$ cat config.mk
export PLATFORM = sky130hd
export DESIGN_NAME = dsc_slice_scheduler_flat
export DESIGN_NICKNAME = d
export VERILOG_FILES = /design/src/rtl/dsc_pkg.sv /design/src/rtl/dsc_slice_scheduler_if.sv /design/src/rtl/dsc_credit_ctr.sv /design/src/rtl/dsc_slice_scheduler.sv /design/src/flat_wrapper.sv
export SDC_FILE = /design/constraint.sdc
export NUM_CORES = 1
export LEC_CHECK = 0
export ABC_CLOCK_PERIOD_IN_PS = 7600
export CAP_MARGIN = 40
export CORE_MARGIN = 4
export CORE_UTILIZATION = 61
export CTS_BUF_LIST = sky130_fd_sc_hd__clkbuf_2 sky130_fd_sc_hd__clkbuf_4 sky130_fd_sc_hd__clkbuf_8
export CTS_CLUSTER_SIZE = 28
export DETAILED_ROUTE_END_ITERATION = 12
export DONT_BUFFER_PORTS = 1
export HOLD_SLACK_MARGIN = 0.15
export PLACE_DENSITY = 0.8
export SLEW_MARGIN = 20
export SYNTH_ARGS = -nofsm -noshare
export SYNTH_HDL_FRONTEND = slang
export SYNTH_SLANG_ARGS = --single-unit
$ cat constraint.sdc
create_clock -name clk -period 7.6 [get_ports clk]
set_input_delay 0.76 -clock clk [delete_from_list [all_inputs] [get_ports clk]]
set_output_delay 0.76 -clock clk [all_outputs]
set_load 0.02 [all_outputs]
$ cat src/rtl/dsc_pkg.sv
// Shared types and constants for the DSC slice scheduling path.
//
// DSC_DIM_W  : width of picture/slice dimensions and coordinates
// DSC_IDX_W  : width of the raster slice index
// dsc_sched_state_t : scheduler FSM states
// dsc_slice_cmd_t   : one slice command as handed to the slice core
package dsc_pkg;

  localparam int DSC_DIM_W = 16;
  localparam int DSC_IDX_W = 8;

  typedef enum logic [1:0] {
    IDLE  = 2'd0,
    CHECK = 2'd1,
    ISSUE = 2'd2,
    DRAIN = 2'd3
  } dsc_sched_state_t;

  typedef struct packed {
    logic [DSC_DIM_W-1:0] x;
    logic [DSC_DIM_W-1:0] y;
    logic [DSC_DIM_W-1:0] w;
    logic [DSC_DIM_W-1:0] h;
    logic [DSC_IDX_W-1:0] idx;
    logic                 last;
  } dsc_slice_cmd_t;

endpackage

$ cat src/rtl/dsc_slice_scheduler_if.sv
// Slice command channel between the scheduler and the DSC slice core.
//
// cmd_valid/cmd_ready : command handshake (scheduler -> core)
// cmd_x/cmd_y         : slice top-left coordinate
// cmd_w/cmd_h         : effective slice size (clipped at picture edge)
// cmd_idx             : raster slice index
// cmd_last            : final slice of the picture
// slc_done            : one-cycle pulse from the core, one slice retired
//
// master : scheduler side, slave : slice core side
interface dsc_slice_scheduler_if #(
  parameter int DIM_W = dsc_pkg::DSC_DIM_W,
  parameter int IDX_W = dsc_pkg::DSC_IDX_W
) ();

  logic             cmd_valid;
  logic             cmd_ready;
  logic [DIM_W-1:0] cmd_x;
  logic [DIM_W-1:0] cmd_y;
  logic [DIM_W-1:0] cmd_w;
  logic [DIM_W-1:0] cmd_h;
  logic [IDX_W-1:0] cmd_idx;
  logic             cmd_last;
  logic             slc_done;

  modport master (
    output cmd_valid, cmd_x, cmd_y, cmd_w, cmd_h, cmd_idx, cmd_last,
    input  cmd_ready, slc_done
  );

  modport slave (
    input  cmd_valid, cmd_x, cmd_y, cmd_w, cmd_h, cmd_idx, cmd_last,
    output cmd_ready, slc_done
  );

endinterface

$ cat src/rtl/dsc_credit_ctr.sv
// Outstanding-slice counter: counts slices issued but not yet retired.
//
// clk, rst_n : clock, asynchronous active-low reset
// clr        : synchronous clear (abort), highest priority
// inc        : one slice issued this cycle
// dec        : one slice retired this cycle (ignored when count is 0)
// count      : current outstanding count, 0..MAX_OUTST
// avail      : another slice may be issued (count < MAX_OUTST)
module dsc_credit_ctr
  import dsc_pkg::*;
#(
  parameter int MAX_OUTST = 4,
  parameter int OUTST_W   = $clog2(MAX_OUTST + 1)
) (
  input  logic               clk,
  input  logic               rst_n,
  input  logic               clr,
  input  logic               inc,
  input  logic               dec,
  output logic [OUTST_W-1:0] count,
  output logic               avail
);

  localparam logic [OUTST_W-1:0] MAX_CNT = OUTST_W'(MAX_OUTST);

  always_ff @(posedge clk or negedge rst_n) begin
    if (!rst_n) begin
      count <= '0;
    end else if (clr) begin
      count <= '0;
    end else begin
      case ({inc, dec})
        2'b10: if (count != MAX_CNT) count <= count + 1'b1;
        2'b01: if (count != '0) count <= count - 1'b1;
        // A retire with nothing outstanding is spurious, so the issue still counts.
        2'b11: if (count == '0) count <= OUTST_W'(1);
        default: ;
      endcase
    end
  end

  assign avail = (count < MAX_CNT);

endmodule

$ cat src/rtl/dsc_slice_scheduler.sv
// Issues one DSC picture as a raster-ordered grid of slice commands.
//
// clk, rst_n  : clock, asynchronous active-low reset
// start       : one-cycle request to run a picture (only honoured in IDLE)
// abort       : one-cycle abort, wins over everything else
// cfg_pic_w/h : picture size, latched on accepted start
// cfg_slice_w/h : nominal slice size, latched on accepted start
// busy        : scheduler is not IDLE
// cfg_err     : one-cycle pulse, latched geometry rejected
// frame_done  : one-cycle pulse, every slice issued and retired
// cmd         : slice command channel (master side)
//
// DIM_W and IDX_W must match DSC_DIM_W / DSC_IDX_W because the command
// register uses the shared dsc_slice_cmd_t layout.
module dsc_slice_scheduler
  import dsc_pkg::*;
#(
  parameter int DIM_W     = DSC_DIM_W,
  parameter int IDX_W     = DSC_IDX_W,
  parameter int MAX_OUTST = 4,
  parameter int OUTST_W   = $clog2(MAX_OUTST + 1)
) (
  input  logic             clk,
  input  logic             rst_n,
  input  logic             start,
  input  logic             abort,
  input  logic [DIM_W-1:0] cfg_pic_w,
  input  logic [DIM_W-1:0] cfg_pic_h,
  input  logic [DIM_W-1:0] cfg_slice_w,
  input  logic [DIM_W-1:0] cfg_slice_h,
  output logic             busy,
  output logic             cfg_err,
  output logic             frame_done,
  dsc_slice_scheduler_if.master cmd
);

  dsc_sched_state_t state, state_nxt;

  logic [DIM_W-1:0] pic_w, pic_h, slc_w, slc_h;
  dsc_slice_cmd_t   cmd_q;

  logic [OUTST_W-1:0] outst;
  logic               avail;
  logic               xfer;
  logic               cfg_ok;
  logic               drain_ok;

  logic [DIM_W:0]     x_sum, y_sum;
  logic               x_wrap;
  logic [DIM_W-1:0]   x_nxt, y_nxt;

  function automatic logic [DIM_W-1:0] min_dim(input logic [DIM_W-1:0] a,
                                               input logic [DIM_W-1:0] b);
    return (a < b) ? a : b;
  endfunction

  // Build the command for the slice whose top-left corner is (x, y).
  function automatic dsc_slice_cmd_t make_cmd(input logic [DIM_W-1:0] x,
                                              input logic [DIM_W-1:0] y,
                                              input logic [IDX_W-1:0] idx,
                                              input logic [DIM_W-1:0] pw,
                                              input logic [DIM_W-1:0] ph,
                                              input logic [DIM_W-1:0] sw,
                                              input logic [DIM_W-1:0] sh);
    dsc_slice_cmd_t c;
    logic [DIM_W:0] x_end, y_end;
    x_end  = {1'b0, x} + {1'b0, sw};
    y_end  = {1'b0, y} + {1'b0, sh};
    c.x    = x;
    c.y    = y;
    c.w    = min_dim(sw, pw - x);
    c.h    = min_dim(sh, ph - y);
    c.idx  = idx;
    c.last = (x_end >= {1'b0, pw}) && (y_end >= {1'b0, ph});
    return c;
  endfunction

  dsc_credit_ctr #(
    .MAX_OUTST (MAX_OUTST),
    .OUTST_W   (OUTST_W)
  ) u_credit (
    .clk   (clk),
    .rst_n (rst_n),
    .clr   (abort),
    .inc   (xfer),
    .dec   (cmd.slc_done),
    .count (outst),
    .avail (avail)
  );

  assign cfg_ok = (pic_w != '0) && (pic_h != '0) && (slc_w != '0) && (slc_h != '0) &&
                  (slc_w <= pic_w) && (slc_h <= pic_h);

  assign cmd.cmd_valid = (state == ISSUE) && avail;
  assign xfer          = cmd.cmd_valid && cmd.cmd_ready;

  // A retire arriving in DRAIN with one slice left empties the pipe now.
  assign drain_ok = (state == DRAIN) &&
                    ((outst == '0) || ((outst == OUTST_W'(1)) && cmd.slc_done));

  // Next raster position, computed one bit wider so the wrap compare cannot overflow.
  assign x_sum  = {1'b0, cmd_q.x} + {1'b0, slc_w};
  assign y_sum  = {1'b0, cmd_q.y} + {1'b0, slc_h};
  assign x_wrap = (x_sum >= {1'b0, pic_w});
  assign x_nxt  = x_wrap ? '0 : x_sum[DIM_W-1:0];
  assign y_nxt  = x_wrap ? y_sum[DIM_W-1:0] : cmd_q.y;

  always_ff @(posedge clk or negedge rst_n) begin
    if (!rst_n) state <= IDLE;
    else        state <= state_nxt;
  end

  always_comb begin
    state_nxt = state;
    case (state)
      IDLE:    if (start) state_nxt = CHECK;
      CHECK:   state_nxt = cfg_ok ? ISSUE : IDLE;
      ISSUE:   if (xfer && cmd_q.last) state_nxt = DRAIN;
      DRAIN:   if (drain_ok) state_nxt = IDLE;
      default: state_nxt = IDLE;
    endcase
    if (abort) state_nxt = IDLE;
  end

  // Payload is fully registered so cmd_ready never reaches it combinationally.
  always_ff @(posedge clk or negedge rst_n) begin
    if (!rst_n) begin
      pic_w      <= '0;
      pic_h      <= '0;
      slc_w      <= '0;
      slc_h      <= '0;
      cmd_q      <= '0;
      cfg_err    <= 1'b0;
      frame_done <= 1'b0;
    end else begin
      cfg_err    <= (state == CHECK) && !cfg_ok && !abort;
      frame_done <= drain_ok && !abort;
      if ((state == IDLE) && start && !abort) begin
        pic_w <= cfg_pic_w;
        pic_h <= cfg_pic_h;
        slc_w <= cfg_slice_w;
        slc_h <= cfg_slice_h;
      end
      if ((state == CHECK) && cfg_ok) begin
        cmd_q <= make_cmd('0, '0, '0, pic_w, pic_h, slc_w, slc_h);
      end else if (xfer) begin
        cmd_q <= make_cmd(x_nxt, y_nxt, cmd_q.idx + 1'b1, pic_w, pic_h, slc_w, slc_h);
      end
    end
  end

  assign busy         = (state != IDLE);
  assign cmd.cmd_x    = cmd_q.x;
  assign cmd.cmd_y    = cmd_q.y;
  assign cmd.cmd_w    = cmd_q.w;
  assign cmd.cmd_h    = cmd_q.h;
  assign cmd.cmd_idx  = cmd_q.idx;
  assign cmd.cmd_last = cmd_q.last;

endmodule
$ cat src/flat_wrapper.sv
// flat-port wrapper written by rule: the top's interface ports become plain ports
module dsc_slice_scheduler_flat import dsc_pkg::*;
#(
  parameter int DIM_W     = DSC_DIM_W,
  parameter int IDX_W     = DSC_IDX_W,
  parameter int MAX_OUTST = 4,
  parameter int OUTST_W   = $clog2(MAX_OUTST + 1)
)
  (clk, rst_n, start, abort, cfg_pic_w, cfg_pic_h, cfg_slice_w, cfg_slice_h, busy, cfg_err, frame_done, cmd_cmd_valid, cmd_cmd_x, cmd_cmd_y, cmd_cmd_w, cmd_cmd_h, cmd_cmd_idx, cmd_cmd_last, cmd_cmd_ready, cmd_slc_done);
  dsc_slice_scheduler_if #(.DIM_W(DIM_W), .IDX_W(IDX_W)) cmd_i ();
  input  logic clk;
  input  logic rst_n;
  input  logic start;
  input  logic abort;
  input  logic [DIM_W-1:0] cfg_pic_w;
  input  logic [DIM_W-1:0] cfg_pic_h;
  input  logic [DIM_W-1:0] cfg_slice_w;
  input  logic [DIM_W-1:0] cfg_slice_h;
  output logic busy;
  output logic cfg_err;
  output logic frame_done;
  output wire logic [$bits(cmd_i.cmd_valid)-1:0] cmd_cmd_valid;
  output wire logic [$bits(cmd_i.cmd_x)-1:0] cmd_cmd_x;
  output wire logic [$bits(cmd_i.cmd_y)-1:0] cmd_cmd_y;
  output wire logic [$bits(cmd_i.cmd_w)-1:0] cmd_cmd_w;
  output wire logic [$bits(cmd_i.cmd_h)-1:0] cmd_cmd_h;
  output wire logic [$bits(cmd_i.cmd_idx)-1:0] cmd_cmd_idx;
  output wire logic [$bits(cmd_i.cmd_last)-1:0] cmd_cmd_last;
  input wire logic [$bits(cmd_i.cmd_ready)-1:0] cmd_cmd_ready;
  input wire logic [$bits(cmd_i.slc_done)-1:0] cmd_slc_done;
  assign cmd_cmd_valid = cmd_i.cmd_valid;
  assign cmd_cmd_x = cmd_i.cmd_x;
  assign cmd_cmd_y = cmd_i.cmd_y;
  assign cmd_cmd_w = cmd_i.cmd_w;
  assign cmd_cmd_h = cmd_i.cmd_h;
  assign cmd_cmd_idx = cmd_i.cmd_idx;
  assign cmd_cmd_last = cmd_i.cmd_last;
  assign cmd_i.cmd_ready = cmd_cmd_ready;
  assign cmd_i.slc_done = cmd_slc_done;
  dsc_slice_scheduler #(.DIM_W(DIM_W), .IDX_W(IDX_W), .MAX_OUTST(MAX_OUTST), .OUTST_W(OUTST_W)) u_core (.clk(clk), .rst_n(rst_n), .start(start), .abort(abort), .cfg_pic_w(cfg_pic_w), .cfg_pic_h(cfg_pic_h), .cfg_slice_w(cfg_slice_w), .cfg_slice_h(cfg_slice_h), .busy(busy), .cfg_err(cfg_err), .frame_done(frame_done), .cmd(cmd_i));
endmodule
==> summary.txt, run 1 <==
Status = finished, violations left
Failing checks = setup timing
Critical Path AT = 8.22 ns
Core region area = 21800 µm²
Die X = 157 µm
Syn avg cell area = 8.47 µm²
Worst setup margin = -0.230 ns
Worst reg2reg path depth = 36
Num CTS Buffers = 17
Drt pass-1 iters = 6
Hpwl dp = 34300 µm
Clock Skew = 0.0334 ns
Relative slew slack = 40.3%
Tightest Pin Transition = 0.896 ns
Synth async-reset ratio = 100%
Drc violations = 0
Top delay family on crit path = compound AO/OA/AOI/OAI gates
Initial antenna violation count = 0
Vias = 13500
Die area = 24500 µm²
Worst r2r src = u_core.cmd.cmd_x[0]
Setup CP Type = reg -> reg
H-tree Lvls = 4
Die height = 157 µm
Number of synthesis warnings = 0
Final min period = 7.83 ns
Place WS = -0.343 ns
WL final = 46700 µm
WL/cell = 23.1 µm
Number of synthesized flops with an enable pin = 0
Number of DRC markers in iteration 0 = 1441
# IOs = 147
Clk root buf = clkbuf_8
Post-synthesis cell type count = 84
Rows = 54
Pin count of the biggest net entering global routing = 145
Clk sinks = 144
CP Buf/Inv Count = 4
Final setup viols = 23
Worst-path clk slew = 0.11 ns
Starting Density = 61.9%
Period utilization = 103%
Fraction of layout cells with a size suffix above 1 = 20.3%
Endpoints failing hold = 0
RSZ-0062 raised after global routing = true
Placed Area = 14800 µm²
Setup TNS = -2.62 ns
Crit path depth = 36
Mapped Nets = 1874
Seq cells post-synth = 144
Clock latency on the worst-skew pair = 0.49 ns
Mapped Area = 13500 µm²
Crit path max fanout = 7
Area Overhead vs Synth = 19.7%
Post-synthesis cell count = 1591
CTS max path bufs = 2
Worst Setup EP = u_core.cmd.cmd_h[14]
Final nets = 2010
Endpoint type of the worst setup path = flop
Vias/cell = 6.66
Critical Path Max Stage Delay = 0.44 ns
Startpoint Class = flop
Reg2Reg Capture Point = u_core.cmd.cmd_h[14]
Max-cap violations = 0
Ys flop type = dfrtp_1
Design Area, Final = 16100 µm²
Max frequency = 0.128 GHz
Worst EP required = 7.99 ns
GRT overflow = 0
Worst hold path type = in -> async
# port buffers = 0
Core Util, Final = 74.1%
Slowest library cell on the worst path = dfrtp_2
R2R Setup Slk = -0.23 ns
GRT Util Overall = 36.3%
Ant. Diodes = 0
Detail Route Antenna Nets = 0
Seq/Total Area, Yosys = 26.8%
Vias in the first global route = 12500
First-pass GRT wire length = 69300 µm
Final GP Congestion = 1.01
Critical Path Start = u_core.cmd.cmd_x[0]
Pins Over Slew Limit = 0
CTS tree = done
[cells in the mapped netlist, types with 7 or more instances]
master    count  area share [%]
a211oi_1     17            0.95
a21o_1       36             2.0
a21oi_1     104             3.9
a221o_1      10            0.74
a31oi_1      11            0.51
and3_1       12            0.56
clkbuf_1     51             1.4
dfrtp_1     144              27
ha_1        207              19
inv_1       112             3.1
mux2_2       18             1.5
mux2i_1      33             2.5
nand2_1     157             4.4
nand2b_1     10            0.46
nand3_1      72             2.7
nand4_1      22             1.0
nor2_1      107             3.0
nor2b_1      20            0.93
nor3_1       21            0.78
nor4_1       17            0.79
o211ai_1     20             1.1
o21a_1       19             1.1
o21ai_0     145             5.4
o21bai_1     10            0.56
o221ai_1      7            0.46
xnor2_1      49             3.2
xor2_1       31             2.0
[metal layers]
layer	routed length (µm)	track usage, %	vias to the layer above
li1	-	-	6084
met1	20300	55.0	6478
met2	19800	52.3	783
met3	5340	7.58	109
met4	1230	10.2	0
met5	0	0	-
[cells in the final DEF, fill, tap and decap left out, drive strengths merged, types with 33 or more instances in the layout]
| master | netlist | layout |
|---|---|---|
| ha | 207 | 207 |
| buf | 4 | 170 |
| nand2 | 158 | 158 |
| o21ai | 147 | 147 |
| dfrtp | 144 | 144 |
| inv | 112 | 117 |
| nor2 | 108 | 108 |
| a21oi | 105 | 105 |
| nand3 | 72 | 72 |
| xnor2 | 49 | 49 |
| a21o | 36 | 36 |
| mux2i | 33 | 33 |
[area by class of cell]
type | instances | area, µm²
Clock buffer | 19 | 262
Clock inverter | 13 | 171
Fill cell | 1645 | 5630
Inverter | 112 | 420
Multi-Input combinational cell | 1280 | 9870
Sequential cell | 144 | 3600
Tap cell | 280 | 350
Timing Repair Buffer | 172 | 1440
[sequential cells by signal, summed over array words and instances, names as in the netlist]
register and cells:
u_core.cmd.cmd_idx 8, u_core.cmd.cmd_last 1, u_core.cmd.cmd_h 16, u_core.u_credit.count 3, u_core.slc_h 16, u_core.state 2, u_core.cmd.cmd_y 16, u_core.frame_done 1
u_core.cmd.cmd_w 16, u_core.cmd.cmd_x 16, u_core.cfg_err 1, u_core.pic_w 16, u_core.pic_h 16, u_core.slc_w 16
[worst min path at each step]
stage / cells past startpoint / from / to
after floorplan: 0 / rst_n / u_core.cfg_err
after global placement: 0 / rst_n / u_core.cmd.cmd_y[11]
after detailed placement: 0 / rst_n / u_core.cmd.cmd_y[11]
after CTS: 1 / rst_n / u_core.cmd.cmd_w[4]
after global routing: 1 / abort / u_core.state[0]
final: 1 / rst_n / u_core.cmd.cmd_w[4]
[timing repair]
| action | CTS | global route |
|---|---|---|
| gates resized for setup | 34 | 101 |
| hold endpoints to repair | 144 | 0 |
| hold buffers | 1 | 0 |
| gates cloned | 1 | 2 |
| pin swaps | 30 | 61 |
| buffers inserted | 11 | 17 |
| setup endpoints to repair | 32 | 33 |
[per-stage QoR]
step / cells / hold WS, ns
2_1_floorplan: 1591 / 0.464
5_1_grt: 2020 / 0.318
3_5_place_dp: 1956 / 0.468
4_1_cts: 2001 / 0.307
3_3_place_gp: 1952 / 0.468
6_report: 2020 / 0.191
[kinds of logic (layout without fill, tap and decap cells)]
logic type | count (synthesis) | after routing | share of synthesized area (%)
AND/OR/NAND/NOR | 476 | 476 | 16.7
AO/OA/AOI/OAI | 459 | 459 | 22.3
adder cells (fa/ha/maj) | 213 | 213 | 20.1
buffers and inverters | 167 | 316 | 4.78
flip-flops | 144 | 144 | 26.8
XOR/XNOR | 81 | 81 | 5.37
multiplexers | 51 | 51 | 3.96
Power of run 1 is left out: the tool's default activity adds up to more than one toggle a clock period on the data nets, which glitch-free logic cannot reach.
==> run 2, diff against run 1 <==
- HOLD_SLACK_MARGIN: 0.15 -> 0.06
- SKIP_LAST_GASP: unset -> 1
- SLEW_MARGIN: 20 -> unset
==> summary.txt, run 2 (same netlist as run 1, synthesis figures left out) <==
Status = finished, violations left
Failing checks = setup timing
Clock latency on the worst-skew pair = 0.48 ns
CTS tree = done
Worst hold path type = in -> async
Vias/cell = 6.61
Rows = 54
WL/cell = 22.9 µm
Relative slew slack = 38.9%
Hpwl dp = 34300 µm
Initial antenna violation count = 1
Critical Path Max Stage Delay = 0.44 ns
Num CTS Buffers = 17
Slowest library cell on the worst path = dfrtp_2
GRT overflow = 0
Worst EP required = 7.99 ns
Ant. Diodes = 0
RSZ-0062 raised after global routing = true
Worst setup margin = -0.327 ns
Vias = 13400
Final GP Congestion = 1.01
CP Buf/Inv Count = 4
Place WS = -0.343 ns
Endpoint type of the worst setup path = flop
Worst reg2reg path depth = 36
# IOs = 147
Worst r2r src = u_core.cmd.cmd_x[0]
Final setup viols = 33
H-tree Lvls = 4
Crit path max fanout = 7
Final min period = 7.93 ns
Crit path depth = 36
Clk sinks = 144
Setup CP Type = reg -> reg
Critical Path Most Common Cell = a21oi_4
GRT Util Overall = 36.6%
Pin count of the biggest net entering global routing = 145
Max-cap violations = 0
Clk root buf = clkbuf_8
Drt pass-1 iters = 7
Startpoint Class = flop
Most frequent cells in the layout = ha_1, buf_4, nand2_1
Worst Setup EP = u_core.cmd.cmd_w[11]
Die height = 157 µm
Core Util, Final = 73.1%
Fraction of layout cells with a size suffix above 1 = 18.2%
Final nets = 2010
Period utilization = 104%
Clock Skew = 0.0306 ns
R2R Setup Slk = -0.33 ns
Detail Route Antenna Nets = 0
Number of DRC markers in iteration 0 = 1412
Core region area = 21800 µm²
Die area = 24500 µm²
Critical Path Start = u_core.cmd.cmd_x[0]
Critical Path AT = 8.31 ns
Worst-path clk slew = 0.10 ns
Reg2Reg Capture Point = u_core.cmd.cmd_w[11]
Hold_ws = 0.272 ns
Endpoints failing hold = 0
First-pass GRT wire length = 70200 µm
Top delay family on crit path = compound AO/OA/AOI/OAI gates
CTS max path bufs = 2
Tightest Pin Transition = 0.915 ns
Die X = 157 µm
Drc violations = 0
Placed Area = 14800 µm²
Area Overhead vs Synth = 18.1%
Commonest non-fill, non-tap cell in the layout = ha_1
Max frequency = 0.126 GHz
Pins Over Slew Limit = 0
Fillers = 1634
Vias in the first global route = 12600
Design Area, Final = 15900 µm²
# port buffers = 0
WL final = 46200 µm
Starting Density = 61.9%
run 2: cell types whose count changed in the layout (fill, tap and decap cells not counted), sizes merged:
cell    change
clkinv      +2
buf         +2
inv         -1
bufbuf      -1
bufinv      -1
clkbuf      -1
run 2: per-stage QoR:
stage	TNS, ns	std cells
global placement	-0.0680	1952
global route	-12.56	2020
detailed placement	-4.86	1956
CTS	-0.0380	2008
finish	-4.97	2020
floorplan	0	1591
run 2: cell type report:
type | count | area [µm²] | area share (%)
clock buffer | 19 | 262 | 1.64
sequential | 144 | 3600 | 22.7
multi-input combinational | 1280 | 9690 | 60.9
tap | 280 | 350 | 2.20
timing repair buffer | 172 | 1430 | 8.96
inverter | 112 | 420 | 2.64
clock inverter | 13 | 150 | 0.944
run 2: worst min path at each step:
stage	start	to	slack, ns	cells past startpoint
floorplan	rst_n	u_core.cfg_err	0.46	0
global placement	rst_n	u_core.cmd.cmd_y[11]	0.47	0
detailed placement	rst_n	u_core.cmd.cmd_y[11]	0.47	0
CTS	rst_n	u_core.slc_h[8]	0.31	1
global route	rst_n	u_core.cmd.cmd_y[3]	0.33	1
finish	rst_n	u_core.cmd.cmd_h[7]	0.27	1
run 2: routing by layer:
| layer | routed length (µm) | GRT usage (%) | up-vias |
|---|---|---|---|
| li1 | - | - | 6089 |
| met1 | 20000 | 55.2 | 6415 |
| met2 | 19700 | 53.0 | 752 |
| met3 | 5380 | 8.13 | 98 |
| met4 | 1130 | 9.88 | 2 |
| met5 | 12 | 0 | - |
run 2: what timing repair did:
item	in CTS	in global routing
pin swaps	25	36
hold buffers	1	0
hold endpoints to repair	144	0
resized for setup	47	43
endpoints found under the setup margin	33	33
buffers inserted	18	11
gates cloned	1	1
Power of run 2 is left out for the same reason.
